--- src/rtl/mem_arbiter_if.sv ---
// Bus bundle between the instruction/data requesters, the arbiter and the shared
// synchronous-read memory.
interface mem_arbiter_if;
    logic        i_req;
    logic [31:0] i_addr;
    logic        i_gnt;
    logic        i_rvalid;
    logic [31:0] i_rdata;

    logic        d_req;
    logic [31:0] d_addr;
    logic [31:0] d_wdata;
    logic [3:0]  d_we;
    logic        d_gnt;
    logic        d_rvalid;
    logic [31:0] d_rdata;

    logic        m_en;
    logic [31:0] m_addr;
    logic [31:0] m_wdata;
    logic [3:0]  m_we;
    logic [31:0] m_rdata;

    // Arbiter view
    modport slave (
        input  i_req, i_addr, d_req, d_addr, d_wdata, d_we, m_rdata,
        output i_gnt, i_rvalid, i_rdata, d_gnt, d_rvalid, d_rdata,
        output m_en, m_addr, m_wdata, m_we
    );

    // Requester/memory view
    modport master (
        output i_req, i_addr, d_req, d_addr, d_wdata, d_we, m_rdata,
        input  i_gnt, i_rvalid, i_rdata, d_gnt, d_rvalid, d_rdata,
        input  m_en, m_addr, m_wdata, m_we
    );
endinterface

--- src/rtl/mem_arbiter.sv ---
// Two-port (instruction/data) arbiter onto one single-cycle synchronous memory.
// Data normally wins; a starved instruction fetch is forced through after STARVE_LIMIT losses.
module mem_arbiter #(
    parameter int unsigned STARVE_LIMIT = 4
) (
    input  logic         clk,
    input  logic         reset,
    mem_arbiter_if.slave bus
);
    localparam logic [3:0] LIMIT = 4'(STARVE_LIMIT);

    typedef enum logic [1:0] {
        OWN_NONE  = 2'd0,
        OWN_INSTR = 2'd1,
        OWN_DATA  = 2'd2
    } owner_t;

    owner_t     owner_reg, owner_next;
    logic [3:0] starve_cnt_reg, starve_cnt_next;
    logic       grant_i, grant_d;
    logic       rvalid_i, rvalid_d;

    always_ff @(posedge clk) begin
        if (reset) begin
            owner_reg      <= OWN_NONE;
            starve_cnt_reg <= 4'd0;
        end else begin
            owner_reg      <= owner_next;
            starve_cnt_reg <= starve_cnt_next;
        end
    end

    always_comb begin
        grant_i         = 1'b0;
        grant_d         = 1'b0;
        owner_next      = OWN_NONE;
        starve_cnt_next = starve_cnt_reg;
        if (!reset) begin
            if (bus.i_req && bus.d_req) begin
                if (starve_cnt_reg >= LIMIT) begin
                    grant_i = 1'b1;
                end else begin
                    grant_d = 1'b1;
                    if (starve_cnt_reg != 4'hF) begin
                        starve_cnt_next = starve_cnt_reg + 4'd1;
                    end
                end
            end else if (bus.i_req) begin
                grant_i = 1'b1;
            end else if (bus.d_req) begin
                grant_d = 1'b1;
            end

            if (grant_i) begin
                starve_cnt_next = 4'd0;
                owner_next      = OWN_INSTR;
            end else if (grant_d) begin
                owner_next      = OWN_DATA;
            end
        end
    end

    // Owner is still registered during a reset cycle, so responses are masked by reset too.
    assign rvalid_i = !reset && (owner_reg == OWN_INSTR);
    assign rvalid_d = !reset && (owner_reg == OWN_DATA);

    always_comb begin
        bus.i_gnt    = grant_i;
        bus.d_gnt    = grant_d;
        bus.m_en     = grant_i | grant_d;
        bus.m_addr   = 32'd0;
        bus.m_wdata  = 32'd0;
        bus.m_we     = 4'b0000;
        if (grant_i) begin
            bus.m_addr  = bus.i_addr;
        end else if (grant_d) begin
            bus.m_addr  = bus.d_addr;
            bus.m_wdata = bus.d_wdata;
            bus.m_we    = bus.d_we;
        end
    end

    // Store completions carry no data, so d_rdata needs the pending access type.
    logic store_reg;
    always_ff @(posedge clk) begin
        if (reset) begin
            store_reg <= 1'b0;
        end else begin
            store_reg <= grant_d && (bus.d_we != 4'b0000);
        end
    end

    always_comb begin
        bus.i_rvalid = rvalid_i;
        bus.d_rvalid = rvalid_d;
        bus.i_rdata  = rvalid_i ? bus.m_rdata : 32'd0;
        bus.d_rdata  = (rvalid_d && !store_reg) ? bus.m_rdata : 32'd0;
    end
endmodule

--- src/flat_wrapper.sv ---
// flat-port wrapper written by rule: the top's interface ports become plain ports
module mem_arbiter_flat 
#(
    parameter int unsigned STARVE_LIMIT = 4
)
  (clk, reset, bus_i_req, bus_i_addr, bus_d_req, bus_d_addr, bus_d_wdata, bus_d_we, bus_m_rdata, bus_i_gnt, bus_i_rvalid, bus_i_rdata, bus_d_gnt, bus_d_rvalid, bus_d_rdata, bus_m_en, bus_m_addr, bus_m_wdata, bus_m_we);
  mem_arbiter_if bus_i ();
  input  logic clk;
  input  logic reset;
  input wire logic [$bits(bus_i.i_req)-1:0] bus_i_req;
  input wire logic [$bits(bus_i.i_addr)-1:0] bus_i_addr;
  input wire logic [$bits(bus_i.d_req)-1:0] bus_d_req;
  input wire logic [$bits(bus_i.d_addr)-1:0] bus_d_addr;
  input wire logic [$bits(bus_i.d_wdata)-1:0] bus_d_wdata;
  input wire logic [$bits(bus_i.d_we)-1:0] bus_d_we;
  input wire logic [$bits(bus_i.m_rdata)-1:0] bus_m_rdata;
  output wire logic [$bits(bus_i.i_gnt)-1:0] bus_i_gnt;
  output wire logic [$bits(bus_i.i_rvalid)-1:0] bus_i_rvalid;
  output wire logic [$bits(bus_i.i_rdata)-1:0] bus_i_rdata;
  output wire logic [$bits(bus_i.d_gnt)-1:0] bus_d_gnt;
  output wire logic [$bits(bus_i.d_rvalid)-1:0] bus_d_rvalid;
  output wire logic [$bits(bus_i.d_rdata)-1:0] bus_d_rdata;
  output wire logic [$bits(bus_i.m_en)-1:0] bus_m_en;
  output wire logic [$bits(bus_i.m_addr)-1:0] bus_m_addr;
  output wire logic [$bits(bus_i.m_wdata)-1:0] bus_m_wdata;
  output wire logic [$bits(bus_i.m_we)-1:0] bus_m_we;
  assign bus_i.i_req = bus_i_req;
  assign bus_i.i_addr = bus_i_addr;
  assign bus_i.d_req = bus_d_req;
  assign bus_i.d_addr = bus_d_addr;
  assign bus_i.d_wdata = bus_d_wdata;
  assign bus_i.d_we = bus_d_we;
  assign bus_i.m_rdata = bus_m_rdata;
  assign bus_i_gnt = bus_i.i_gnt;
  assign bus_i_rvalid = bus_i.i_rvalid;
  assign bus_i_rdata = bus_i.i_rdata;
  assign bus_d_gnt = bus_i.d_gnt;
  assign bus_d_rvalid = bus_i.d_rvalid;
  assign bus_d_rdata = bus_i.d_rdata;
  assign bus_m_en = bus_i.m_en;
  assign bus_m_addr = bus_i.m_addr;
  assign bus_m_wdata = bus_i.m_wdata;
  assign bus_m_we = bus_i.m_we;
  mem_arbiter #(.STARVE_LIMIT(STARVE_LIMIT)) u_core (.clk(clk), .reset(reset), .bus(bus_i));
endmodule
--- config.mk ---
export PLATFORM = sky130hd
export DESIGN_NAME = mem_arbiter_flat
export DESIGN_NICKNAME = d
export VERILOG_FILES = /design/src/rtl/mem_arbiter_if.sv /design/src/rtl/mem_arbiter.sv /design/src/flat_wrapper.sv
export SDC_FILE = /design/constraint.sdc
export NUM_CORES = 1
export LEC_CHECK = 0
export CORE_AREA = 4 4 103 105
export DETAILED_ROUTE_END_ITERATION = 8
export DIE_AREA = 0 0 107 109
export PLACE_DENSITY = 0.8
export SYNTH_ARGS = -nofsm -noshare
export SYNTH_HDL_FRONTEND = slang
export SYNTH_SLANG_ARGS = --single-unit
--- constraint.sdc ---
create_clock -name clk -period 2 [get_ports clk]
set_clock_uncertainty 0.2 [all_clocks]
set_input_delay 0.6 -clock clk [delete_from_list [all_inputs] [get_ports clk]]
set_output_delay 0.6 -clock clk [all_outputs]
set_load 0.01 [all_outputs]
# --- Yosys cells after proc, flatten, opt, wreduce, memory -nomap -nowiden ---
# Index checks and enable logic that the tools add are counted.
word_totals:
  reg_bits: 7
  in_bits: 136
  out_inout_bits: 137
op_classes:
  addsub: 1
  magnitude_cmp: 1
  n_eq_ne: 3
  muxes: 21
  bitwise_logic: 2
  n_reduce_logical: 10
op_table:
  columns: ["operator", "n"]
  rows:
  - ["$mux W32", 6]
  - ["$mux W1", 12]
  - ["$mux W4", 2]
  - ["$logic_and A1 B1 Y1", 5]
  - ["$add A4 B1 Y4 const B", 1]
  - ["$ge A4 B3 Y1 const B", 1]
  - ["$ne A4 B4 Y1 const B", 1]
  - ["$reduce_bool A4 Y1", 1]
  - ["$reduce_and A3 Y1", 1]
  - ["$eq A2 B1 Y1 const B", 1]
  - ["$eq A2 B2 Y1 const B", 1]
  - ["$logic_not A1 Y1", 2]
  - ["$mux W2", 1]
  - ["$reduce_or A2 Y1", 1]
  - ["$not A1 Y1", 1]
  - ["$or A1 B1 Y1", 1]

# --- Longest topological paths before layout ---
# Gate-level depths: netlist (run 1).
depth:
  ltp_word: 7
  mapped_depth: 5

# --- Worst setup path after synthesis (run 1) ---
# OpenSTA, ideal clock, no wires.
synth_timing:
  kind: "input to output"
  startpoint: "input bus_d_req"
  endpoint: "output bus_m_addr[23]"
  arrival_ns: 1.392
  required_ns: 1.200
  setup_slack_ns: -0.192
  cell_stages: 4
  path_buffers: 2
  path_cell_list: "buf_4 -> nor3b_4 -> buf_6 -> o22ai_1"
synth_via:
  elab_chain_cells: 7
  elab_cells_between_ends: 11
  cone_classes: "mux (10); reduce/logical (1)"
synth_lines:
  columns: ["element", "line_no", "rtl"]
  rows:
  - ["start: declaration", "flat_wrapper.sv:12", "input wire logic [$bits(bus_i.d_req)-1:0] bus_d_req;"]
  - ["$mux W1", "mem_arbiter.sv:50", "end else if (bus.d_req) begin"]
  - ["$mux W1", "mem_arbiter.sv:48", "end else if (bus.i_req) begin"]
  - ["$mux W1", "mem_arbiter.sv:39", "if (bus.i_req && bus.d_req) begin"]
  - ["$mux W1 (2 in series)", "mem_arbiter.sv:38", "if (!reset) begin"]
  - ["$mux W32", "mem_arbiter.sv:76", "end else if (grant_d) begin"]
  - ["$mux W32 *", "mem_arbiter.sv:74", "if (grant_i) begin"]
  - ["end: declaration", "flat_wrapper.sv:24", "output wire logic [$bits(bus_i.m_addr)-1:0] bus_m_addr;"]
# Every way passes the cells marked *; elsewhere a longest branch is shown, timed or not. The select of a mux whose other input is x is not followed.

# --- Worst setup path after layout (run 1) ---
layout_timing:
  startpoint: "input bus_i_req"
  endpoint: "output bus_m_we[1]"
layout_via:
  elab_chain_cells: 6
  elab_cells_between_ends: 11
  cone_classes: "mux (10); reduce/logical (1)"
layout_lines:
  columns: ["element", "line_no", "rtl"]
  rows:
  - ["start: declaration", "flat_wrapper.sv:10", "input wire logic [$bits(bus_i.i_req)-1:0] bus_i_req;"]
  - ["$mux W1 or $logic_and A1 B1 Y1 (tied branches)", "mem_arbiter.sv:48, mem_arbiter.sv:39", null]
  - ["$mux W1", "mem_arbiter.sv:39", null]
  - ["$mux W1 (2 in series)", "mem_arbiter.sv:38", null]
  - ["$mux W4", "mem_arbiter.sv:76", null]
  - ["$mux W4 *", "mem_arbiter.sv:74", null]
  - ["end: declaration", "flat_wrapper.sv:26", "output wire logic [$bits(bus_i.m_we)-1:0] bus_m_we;"]
# Marked as above.

==> results of run 1 <==
synth_stat cells:
cell,number
sky130_fd_sc_hd__a21o_1,1
sky130_fd_sc_hd__dfxtp_1,7
sky130_fd_sc_hd__ha_1,1
sky130_fd_sc_hd__nand3b_1,64
sky130_fd_sc_hd__nor2b_2,1
sky130_fd_sc_hd__o21a_1,2
sky130_fd_sc_hd__nor2_1,2
sky130_fd_sc_hd__nor3b_2,1
sky130_fd_sc_hd__o21ai_2,1
sky130_fd_sc_hd__clkbuf_1,17
sky130_fd_sc_hd__nor3b_1,8
sky130_fd_sc_hd__clkbuf_2,7
sky130_fd_sc_hd__nor4_1,1
sky130_fd_sc_hd__o22ai_1,32
sky130_fd_sc_hd__buf_2,6
sky130_fd_sc_hd__a41o_1,2
sky130_fd_sc_hd__nor4b_4,1
sky130_fd_sc_hd__buf_6,3
sky130_fd_sc_hd__and3_1,36
sky130_fd_sc_hd__and2_1,64
sky130_fd_sc_hd__nor3_1,1
sky130_fd_sc_hd__inv_1,1
sky130_fd_sc_hd__nor3b_4,1
sky130_fd_sc_hd__buf_4,3
sky130_fd_sc_hd__nand2b_1,1
through the flow:
stage | util | setup WS (ns) | instance area [um^2]
2_1_floorplan | - | -0.1691 | 2039
6_report | 0.6195 | -0.4030 | 5972
5_1_grt | 0.6195 | -0.4338 | 5972
3_5_place_dp | 0.5148 | -1.109 | 4962
4_1_cts | 0.5816 | -0.4407 | 5607
3_3_place_gp | 0.5148 | -1.093 | 4962
metal layers:
layer	track usage	up-vias	part of all wire
met5	0	-	0
met4	0.05753	0	0.022
met3	0.03967	22	0.068
met2	0.4011	154	0.55
met1	0.2423	1612	0.36
li1	-	1586	-
worst register-to-register path, cell delays in order, from the launching register on:
cell and delay, ns:
sky130_fd_sc_hd__dfxtp_2 0.41, sky130_fd_sc_hd__nor3b_4 0.07, sky130_fd_sc_hd__buf_12 0.15, sky130_fd_sc_hd__buf_16 0.15, sky130_fd_sc_hd__buf_4 0.13, sky130_fd_sc_hd__buf_4 0.13
sky130_fd_sc_hd__a41o_1 0.22
final cells by class:
cell class                      instances  share of cell area
Timing Repair Buffer                  344              0.6185
Multi-Input combinational cell        220              0.3208
Tap cell                              133             0.02787
Sequential cell                         7             0.02388
Clock buffer                            4            0.007542
Inverter                                1            0.001467
power groups by stage:
stage / clock (W) / sequential (W) / combinational [W]
finish: 0.000196 / 0.000150 / 0.000927
global route: 0.000215 / 0.000151 / 0.000977
CTS: 0.000201 / 0.000150 / 0.000862
detailed placement: 0 / 0.000152 / 0.000786
global placement: 0 / 0.000151 / 0.000772
floorplan: 0 / 0.000151 / 0.000268
kinds of logic (layout without fill, tap and decap cells):
| logic type | Yosys count | count (layout) | synth area share |
|---|---|---|---|
| AND/OR/NAND/NOR | 181 | 181 | 0.6791 |
| AO/OA/AOI/OAI | 38 | 38 | 0.1361 |
| buffers and inverters | 37 | 349 | 0.1022 |
| flip-flops | 7 | 7 | 0.07583 |
| adder cells (fa/ha/maj) | 1 | 1 | 0.006769 |
worst min-delay path by stage:
| stage | to | slack [ns] |
|---|---|---|
| final | u_core.starve_cnt_reg[3] | 0.34 |
| after detailed placement | u_core.starve_cnt_reg[3] | 0.35 |
| after floorplan | u_core.starve_cnt_reg[3] | 0.33 |
| after global placement | u_core.starve_cnt_reg[3] | 0.35 |
| after global routing | u_core.starve_cnt_reg[3] | 0.36 |
| after CTS | u_core.starve_cnt_reg[3] | 0.34 |
repair_timing:
item / CTS / global route
setup buffers: 26 / 13
pin swaps: 30 / 20
endpoints found under the hold margin: 0 / 0
setup endpoints to repair: 137 / 137
resized for setup: 690 / 91
cloned: 16 / 4
==> metrics.txt, run 1 <==
# TYPE chip_impl_metric gauge
chip_impl_metric{name="register_cell_area_after_layout",unit="um^2"} 142.6
chip_impl_metric{name="core.rowCount",unit=""} 36
chip_impl_metric{name="normalized_max_slew_margin",unit=""} 0.7579
chip_impl_info{name="worst_path_most_repeated_cell",value="sky130_fd_sc_hd__buf_8"} 1
chip_impl_metric{name="antenna_left",unit=""} 0
chip_impl_info{name="startpoint_type",value="primary input"} 1
chip_impl_info{name="crit_slowest_cell",value="sky130_fd_sc_hd__and3_1"} 1
chip_impl_info{name="regToRegStartpoint",value="u_core.starve_cnt_reg[3]"} 1
chip_impl_info{name="layout.cells.most_common",value="sky130_fd_sc_hd__clkdlybuf4s50_1"} 1
chip_impl_metric{name="drv_slew",unit=""} 0
chip_impl_info{name="clock_root_cell",value="sky130_fd_sc_hd__clkbuf_8"} 1
chip_impl_metric{name="cp.arrival",unit="ns"} 1.60
chip_impl_metric{name="avgViaCountPerCell",unit=""} 4.759
chip_impl_info{name="reg2reg_to",value="u_core.starve_cnt_reg[2]"} 1
chip_impl_metric{name="timing.critical_path.required",unit="ns"} 1.20
chip_impl_metric{name="routed-via-count",unit=""} 3374
chip_impl_metric{name="hold-worst-slack",unit="ns"} 0.3423
chip_impl_metric{name="worst-path-max-fanout",unit=""} 9
chip_impl_info{name="layout_common_cells",value="sky130_fd_sc_hd__clkdlybuf4s50_1, sky130_fd_sc_hd__buf_6, sky130_fd_sc_hd__nand3b_1"} 1
chip_impl_metric{name="holdPathStages",unit=""} 1
chip_impl_metric{name="worst-slew-pin-transition",unit="ns"} 0.3631
chip_impl_metric{name="cts-htree-levels",unit=""} 1
chip_impl_metric{name="netlist_area",unit="um^2"} 1848
chip_impl_metric{name="timing.critical_path.slowest_cell_delay",unit="ns"} 0.17
chip_impl_metric{name="clk_lat_worst_skew",unit="ns"} 0.22
chip_impl_metric{name="final-instance-count-excl-fill",unit=""} 709
chip_impl_metric{name="vias_in_the_first_global_route",unit=""} 3469
chip_impl_metric{name="total_of_flip_flops_plus_latches_after_synthesis",unit=""} 7
chip_impl_metric{name="timing.reg2reg.worst_path_depth",unit=""} 6
chip_impl_metric{name="period_minus_slack",unit="ns"} 2.403
chip_impl_metric{name="clock-sinks",unit=""} 7
chip_impl_metric{name="insertedDiodeCount",unit=""} 0
chip_impl_metric{name="yosys_top_cell_area_share",unit=""} 0.2600
chip_impl_metric{name="io_buffers",unit=""} 272
chip_impl_metric{name="global_placement_routability_congestion",unit=""} 0.8037
chip_impl_metric{name="core_area",unit="um^2"} 9639
chip_impl_metric{name="floorplan.initialDensity",unit=""} 0.1917
chip_impl_metric{name="accumulated_negative_setup_slack",unit="ns"} -41.03
chip_impl_info{name="cp-startpoint",value="bus_i_req"} 1
chip_impl_metric{name="synth_cells",unit=""} 264
chip_impl_metric{name="clock_path_buffers",unit=""} 2
chip_impl_metric{name="finish.net_count",unit=""} 714
chip_impl_metric{name="max_cap_violations",unit=""} 0
chip_impl_metric{name="finalSetupViolCount",unit=""} 137
chip_impl_metric{name="yosys_warnings",unit=""} 0
chip_impl_metric{name="chipWidth",unit="um"} 107
chip_impl_metric{name="internal_power",unit="W"} 0.0008806
chip_impl_metric{name="grt_antenna_before_repair",unit=""} 0
chip_impl_metric{name="boundaryPins",unit=""} 273
chip_impl_metric{name="setup.reg_to_reg.worst_slack",unit="ns"} 0.42
chip_impl_metric{name="power.density",unit="nW/um^2"} 213.3
chip_impl_metric{name="synth_nets",unit=""} 401
chip_impl_metric{name="syn_area_per_cell",unit="um^2"} 7.000
chip_impl_metric{name="syn_to_final_growth",unit="%"} 223.2
chip_impl_info{name="synth.area.top_cells",value="sky130_fd_sc_hd__nand3b_1, sky130_fd_sc_hd__and2_1, sky130_fd_sc_hd__and3_1"} 1
chip_impl_info{name="cp_cell_sequence",value="buf_8 > buf_6 > o21ai_4 > buf_12 > buf_8 > buf_16 > and3_1 > buf_2"} 1
chip_impl_metric{name="hold_buffers",unit=""} 0
chip_impl_metric{name="pwr-share-comb",unit=""} 0.728
chip_impl_metric{name="seqPwrFrac",unit=""} 0.118
chip_impl_metric{name="power",unit="W"} 0.001274
chip_impl_metric{name="drt_iter0_drc",unit=""} 159
chip_impl_metric{name="gr-total-overflow",unit=""} 0
chip_impl_metric{name="post_route_fraction_of_the_period_consumed_by_the_critical_path",unit=""} 1.202
chip_impl_metric{name="report.final.hold_viol_count",unit=""} 0
chip_impl_info{name="path_class",value="in2out"} 1
chip_impl_metric{name="grt_usage",unit=""} 0.2117
chip_impl_metric{name="hpwlAfterDp",unit="mm"} 9.122
chip_impl_metric{name="ys_seq_area_frac",unit=""} 0.07583
chip_impl_metric{name="pwr-share-clk",unit=""} 0.154
chip_impl_metric{name="detailedRoute.firstPassIterationCount",unit=""} 4
chip_impl_metric{name="post-route-worst-setup-slack",unit="ns"} -0.4030
chip_impl_metric{name="grt_pass1_wl",unit="mm"} 19.48
chip_impl_info{name="crit_path_end",value="bus_m_we[1]"} 1
chip_impl_metric{name="clock_pin_slew_of_the_registers_on_the_worst_case_setup_and_hold_paths",unit="ns"} 0.04
chip_impl_info{name="failed_checks",value="negative setup slack"} 1
chip_impl_metric{name="cts_made_buffers",unit=""} 3
chip_impl_info{name="cpLargestDelayFamily",value="buffers and inverters"} 1
chip_impl_metric{name="floorplan.die.height",unit="um"} 109
chip_impl_metric{name="drc_violations_left",unit=""} 0
chip_impl_info{name="synth_largest_area_cell",value="sky130_fd_sc_hd__nand3b_1"} 1
chip_impl_metric{name="p_sw_frac",unit=""} 0.3086
chip_impl_metric{name="postRouteWirelength",unit="mm"} 14.09
chip_impl_metric{name="overall_die_area",unit="um^2"} 11660
chip_impl_info{name="path_type_of_the_worst_min_delay_path",value="reg2reg"} 1
chip_impl_info{name="tritoncts",value="built"} 1
chip_impl_metric{name="grt_max_degree",unit=""} 52
chip_impl_metric{name="synth.lib_cells_used.distinct",unit=""} 25
chip_impl_metric{name="placed_cells_incl_taps",unit=""} 656
chip_impl_metric{name="nFillCells",unit=""} 833
chip_impl_metric{name="cp.buffers_inverters",unit=""} 6
chip_impl_metric{name="multi_input_area",unit="um^2"} 1916
chip_impl_metric{name="clock.fmax",unit="MHz"} 416.1
chip_impl_info{name="hp-start",value="u_core.starve_cnt_reg[3]"} 1
chip_impl_metric{name="p_sw",unit="W"} 0.0003931
chip_impl_metric{name="layout_cell_share_with_drive_strength_beyond_1",unit=""} 0.5486
chip_impl_metric{name="detail_route.wl_per_cell",unit="um"} 19.87
chip_impl_metric{name="irDropWorstVdd",unit="mV"} 0.2172
chip_impl_info{name="setup_repair_after_global_routing_missed_its_margin",value="true"} 1
chip_impl_metric{name="largest_register_ff_count",unit=""} 4
chip_impl_metric{name="cp.depth",unit=""} 8
chip_impl_metric{name="power_leakage",unit="nW"} 2.746
chip_impl_info{name="cp-end-kind",value="output pin"} 1
chip_impl_info{name="run_status",value="finished, violations left"} 1
Note: power is estimated with default switching activity, not from simulation.
==> run 2: changes to the inputs <==
--- a/config.mk
+++ b/config.mk
@@ -8,6 +8,7 @@
 export CORE_AREA = 4 4 103 105
 export DETAILED_ROUTE_END_ITERATION = 8
 export DIE_AREA = 0 0 107 109
+export MAX_ROUTING_LAYER = met4
 export PLACE_DENSITY = 0.8
 export SYNTH_ARGS = -nofsm -noshare
 export SYNTH_HDL_FRONTEND = slang
==> run 2 against run 1 <==
The run still ends with negative setup slack left. Power fell by 0.72%. Largest power group unchanged. Die area did not move. Largest cell class unchanged. Sequential power barely moved.
==> metrics.txt, run 2 (synthesized netlist as in run 1, its figures left out) <==
# TYPE chip_impl_metric gauge
chip_impl_info{name="layout_common_cells",value="sky130_fd_sc_hd__clkdlybuf4s50_1, sky130_fd_sc_hd__buf_6, sky130_fd_sc_hd__nand3b_1"} 1
chip_impl_metric{name="vias_in_the_first_global_route",unit=""} 3460
chip_impl_metric{name="worst-path-max-fanout",unit=""} 9
chip_impl_metric{name="cts-htree-levels",unit=""} 1
chip_impl_metric{name="postRouteWirelength",unit="mm"} 14.06
chip_impl_metric{name="hold_buffers",unit=""} 0
chip_impl_metric{name="pre_cts_slack",unit="ns"} -1.109
chip_impl_metric{name="hpwlAfterDp",unit="mm"} 9.122
chip_impl_metric{name="floorplan.die.height",unit="um"} 109
chip_impl_metric{name="timing.reg2reg.worst_path_depth",unit=""} 6
chip_impl_metric{name="largest_register_ff_count",unit=""} 4
chip_impl_metric{name="core_area",unit="um^2"} 9639
chip_impl_metric{name="clock_path_buffers",unit=""} 2
chip_impl_metric{name="pwr-share-clk",unit=""} 0.157
chip_impl_info{name="cp-end-kind",value="output pin"} 1
chip_impl_info{name="run_status",value="finished, violations left"} 1
chip_impl_metric{name="chipWidth",unit="um"} 107
chip_impl_info{name="setup_repair_after_global_routing_missed_its_margin",value="true"} 1
chip_impl_info{name="maxUsedRoutingLayer",value="met4"} 1
chip_impl_info{name="path_type_of_the_worst_min_delay_path",value="reg2reg"} 1
chip_impl_metric{name="gr-total-overflow",unit=""} 0
chip_impl_metric{name="met3RoutedLength",unit="um"} 902
chip_impl_metric{name="global_placement_routability_congestion",unit=""} 0.8154
chip_impl_metric{name="power.density",unit="nW/um^2"} 212.4
chip_impl_metric{name="finalSetupViolCount",unit=""} 137
chip_impl_info{name="startpoint_type",value="primary input"} 1
chip_impl_metric{name="boundaryPins",unit=""} 273
chip_impl_metric{name="drt_iter0_drc",unit=""} 149
chip_impl_metric{name="detail_route.wl_per_cell",unit="um"} 19.89
chip_impl_metric{name="avgViaCountPerCell",unit=""} 4.717
chip_impl_metric{name="drv_slew",unit=""} 0
chip_impl_metric{name="worst-slew-pin-transition",unit="ns"} 0.3628
chip_impl_info{name="regToRegStartpoint",value="u_core.starve_cnt_reg[3]"} 1
chip_impl_metric{name="holdPathStages",unit=""} 1
chip_impl_metric{name="antenna_left",unit=""} 0
chip_impl_metric{name="drc_violations_left",unit=""} 0
chip_impl_metric{name="insertedDiodeCount",unit=""} 0
chip_impl_metric{name="wl_met1",unit="mm"} 5.089
chip_impl_metric{name="cp.arrival",unit="ns"} 1.60
chip_impl_metric{name="hold-worst-slack",unit="ns"} 0.3402
chip_impl_info{name="clock_root_cell",value="sky130_fd_sc_hd__clkbuf_8"} 1
chip_impl_metric{name="syn_to_final_growth",unit="%"} 222.1
chip_impl_metric{name="floorplan.initialDensity",unit=""} 0.1917
chip_impl_metric{name="grt_max_degree",unit=""} 52
chip_impl_metric{name="clock_pin_slew_of_the_registers_on_the_worst_case_setup_and_hold_paths",unit="ns"} 0.04
chip_impl_metric{name="io_buffers",unit=""} 272
chip_impl_metric{name="grt_usage",unit=""} 0.2179
chip_impl_metric{name="placed_cells_incl_taps",unit=""} 656
chip_impl_metric{name="core.rowCount",unit=""} 36
chip_impl_metric{name="detailedRoute.firstPassIterationCount",unit=""} 4
chip_impl_metric{name="multi_input_area",unit="um^2"} 1902
chip_impl_metric{name="internal_power",unit="W"} 0.0008736
chip_impl_info{name="reg2reg_to",value="u_core.starve_cnt_reg[2]"} 1
chip_impl_metric{name="met2_wirelength",unit="mm"} 7.722
chip_impl_metric{name="routed-via-count",unit=""} 3335
chip_impl_metric{name="final-instance-count-excl-fill",unit=""} 707
chip_impl_metric{name="p_sw_frac",unit=""} 0.3091
chip_impl_info{name="failed_checks",value="negative setup slack"} 1
chip_impl_metric{name="power",unit="W"} 0.001264
chip_impl_metric{name="register_cell_area_after_layout",unit="um^2"} 142.6
chip_impl_metric{name="clock.fmax",unit="MHz"} 416.1
chip_impl_metric{name="seqPwrFrac",unit=""} 0.118
chip_impl_info{name="path_class",value="in2out"} 1
chip_impl_metric{name="report.final.hold_viol_count",unit=""} 0
chip_impl_info{name="hp-start",value="u_core.starve_cnt_reg[3]"} 1
chip_impl_metric{name="p_sw",unit="W"} 0.0003908
chip_impl_metric{name="timing.critical_path.required",unit="ns"} 1.20
chip_impl_metric{name="layout.cell_area.non_filler",unit="um^2"} 5952
chip_impl_metric{name="pwr-share-comb",unit=""} 0.725
chip_impl_metric{name="finish.net_count",unit=""} 712
chip_impl_metric{name="clk_lat_worst_skew",unit="ns"} 0.23
chip_impl_metric{name="irDropWorstVdd",unit="mV"} 0.2181
chip_impl_metric{name="period_minus_slack",unit="ns"} 2.403
chip_impl_metric{name="post-route-worst-setup-slack",unit="ns"} -0.4032
chip_impl_info{name="tritoncts",value="built"} 1
chip_impl_metric{name="max_cap_violations",unit=""} 0
chip_impl_info{name="hold_ep",value="u_core.starve_cnt_reg[3]"} 1
chip_impl_metric{name="layout_cell_share_with_drive_strength_beyond_1",unit=""} 0.5453
chip_impl_metric{name="normalized_max_slew_margin",unit=""} 0.7581
chip_impl_metric{name="overall_die_area",unit="um^2"} 11660
chip_impl_metric{name="total_cell_area_at_the_placement_stage",unit="um^2"} 4962
chip_impl_metric{name="cts_made_buffers",unit=""} 3
chip_impl_metric{name="nFillCells",unit=""} 836
chip_impl_metric{name="grt_pass1_wl",unit="mm"} 19.50
chip_impl_metric{name="post_route_fraction_of_the_period_consumed_by_the_critical_path",unit=""} 1.202
chip_impl_metric{name="grt_antenna_before_repair",unit=""} 0
chip_impl_info{name="layout.cells.most_common",value="sky130_fd_sc_hd__clkdlybuf4s50_1"} 1
chip_impl_metric{name="power_leakage",unit="nW"} 2.743
chip_impl_metric{name="clock-sinks",unit=""} 7
chip_impl_metric{name="setup.reg_to_reg.worst_slack",unit="ns"} 0.43
-- run 2: changes by cell type in the layout (fill, tap and decap cells not counted) --
cell,delta
sky130_fd_sc_hd__and2_1,-1
sky130_fd_sc_hd__and2_4,+1
sky130_fd_sc_hd__and3_1,+1
sky130_fd_sc_hd__and3_4,-1
sky130_fd_sc_hd__buf_16,+1
sky130_fd_sc_hd__buf_6,-3
sky130_fd_sc_hd__nor3b_1,+1
sky130_fd_sc_hd__nor3b_4,-1
-- run 2: what timing repair did --
action,CTS,global route
setup buffers,26,9
cloned,16,4
resized for setup,690,84
setup endpoints to repair,137,137
pin swaps,30,18
-- run 2: worst max-delay path, stage by stage --
cell                      delay [ns]
sky130_fd_sc_hd__buf_8          0.11
sky130_fd_sc_hd__buf_6          0.11
sky130_fd_sc_hd__o21ai_4        0.09
sky130_fd_sc_hd__buf_12         0.15
sky130_fd_sc_hd__buf_8          0.11
sky130_fd_sc_hd__buf_16         0.12
sky130_fd_sc_hd__and3_1         0.17
sky130_fd_sc_hd__buf_2          0.14
-- run 2: layer usage --
| layer | vias to the layer above | global-route usage |
|---|---|---|
| met5 | - | - |
| met3 | 22 | 0.03789 |
| met4 | 0 | 0.05753 |
| li1 | 1586 | - |
| met1 | 1569 | 0.2445 |
| met2 | 158 | 0.4002 |
-- run 2: power groups by stage --
| stage | clock network (W) | registers, W | logic, W |
|---|---|---|---|
| 3_5_place_dp | 0 | 0.000152 | 0.000786 |
| 2_1_floorplan | 0 | 0.000151 | 0.000268 |
| 5_1_grt | 0.000215 | 0.000150 | 0.000967 |
| 6_report | 0.000198 | 0.000150 | 0.000916 |
| 3_3_place_gp | 0 | 0.000151 | 0.000772 |
| 4_1_cts | 0.000201 | 0.000150 | 0.000862 |
-- run 2: final cells by class --
class	count	area share
clock buffers	4	0.007568
repair buffers	342	0.6195
flip-flops and latches	7	0.02396
well taps	133	0.02796
inverters	1	0.001472
multi-input cells	220	0.3195
-- run 2: how the worst max path moves through the flow --
stage	slack (ns)	from	depth (start not counted)	endpoint
CTS	-0.44	reset	8	bus_d_rdata[0]
global route	-0.43	bus_i_req	8	bus_m_we[1]
global placement	-1.09	bus_d_req	5	bus_m_addr[15]
floorplan	-0.17	bus_d_req	4	bus_m_addr[23]
detailed placement	-1.11	bus_d_req	5	bus_m_wdata[8]
finish	-0.40	bus_i_req	8	bus_m_we[1]
-- run 2: metrics by stage --
stage | util | TNS (ns)
after global routing | 0.6175 | -48.10
after floorplan | - | -10.07
after CTS | 0.5816 | -45.72
final | 0.6175 | -41.68
after global placement | 0.5148 | -120.45
after detailed placement | 0.5148 | -121.28
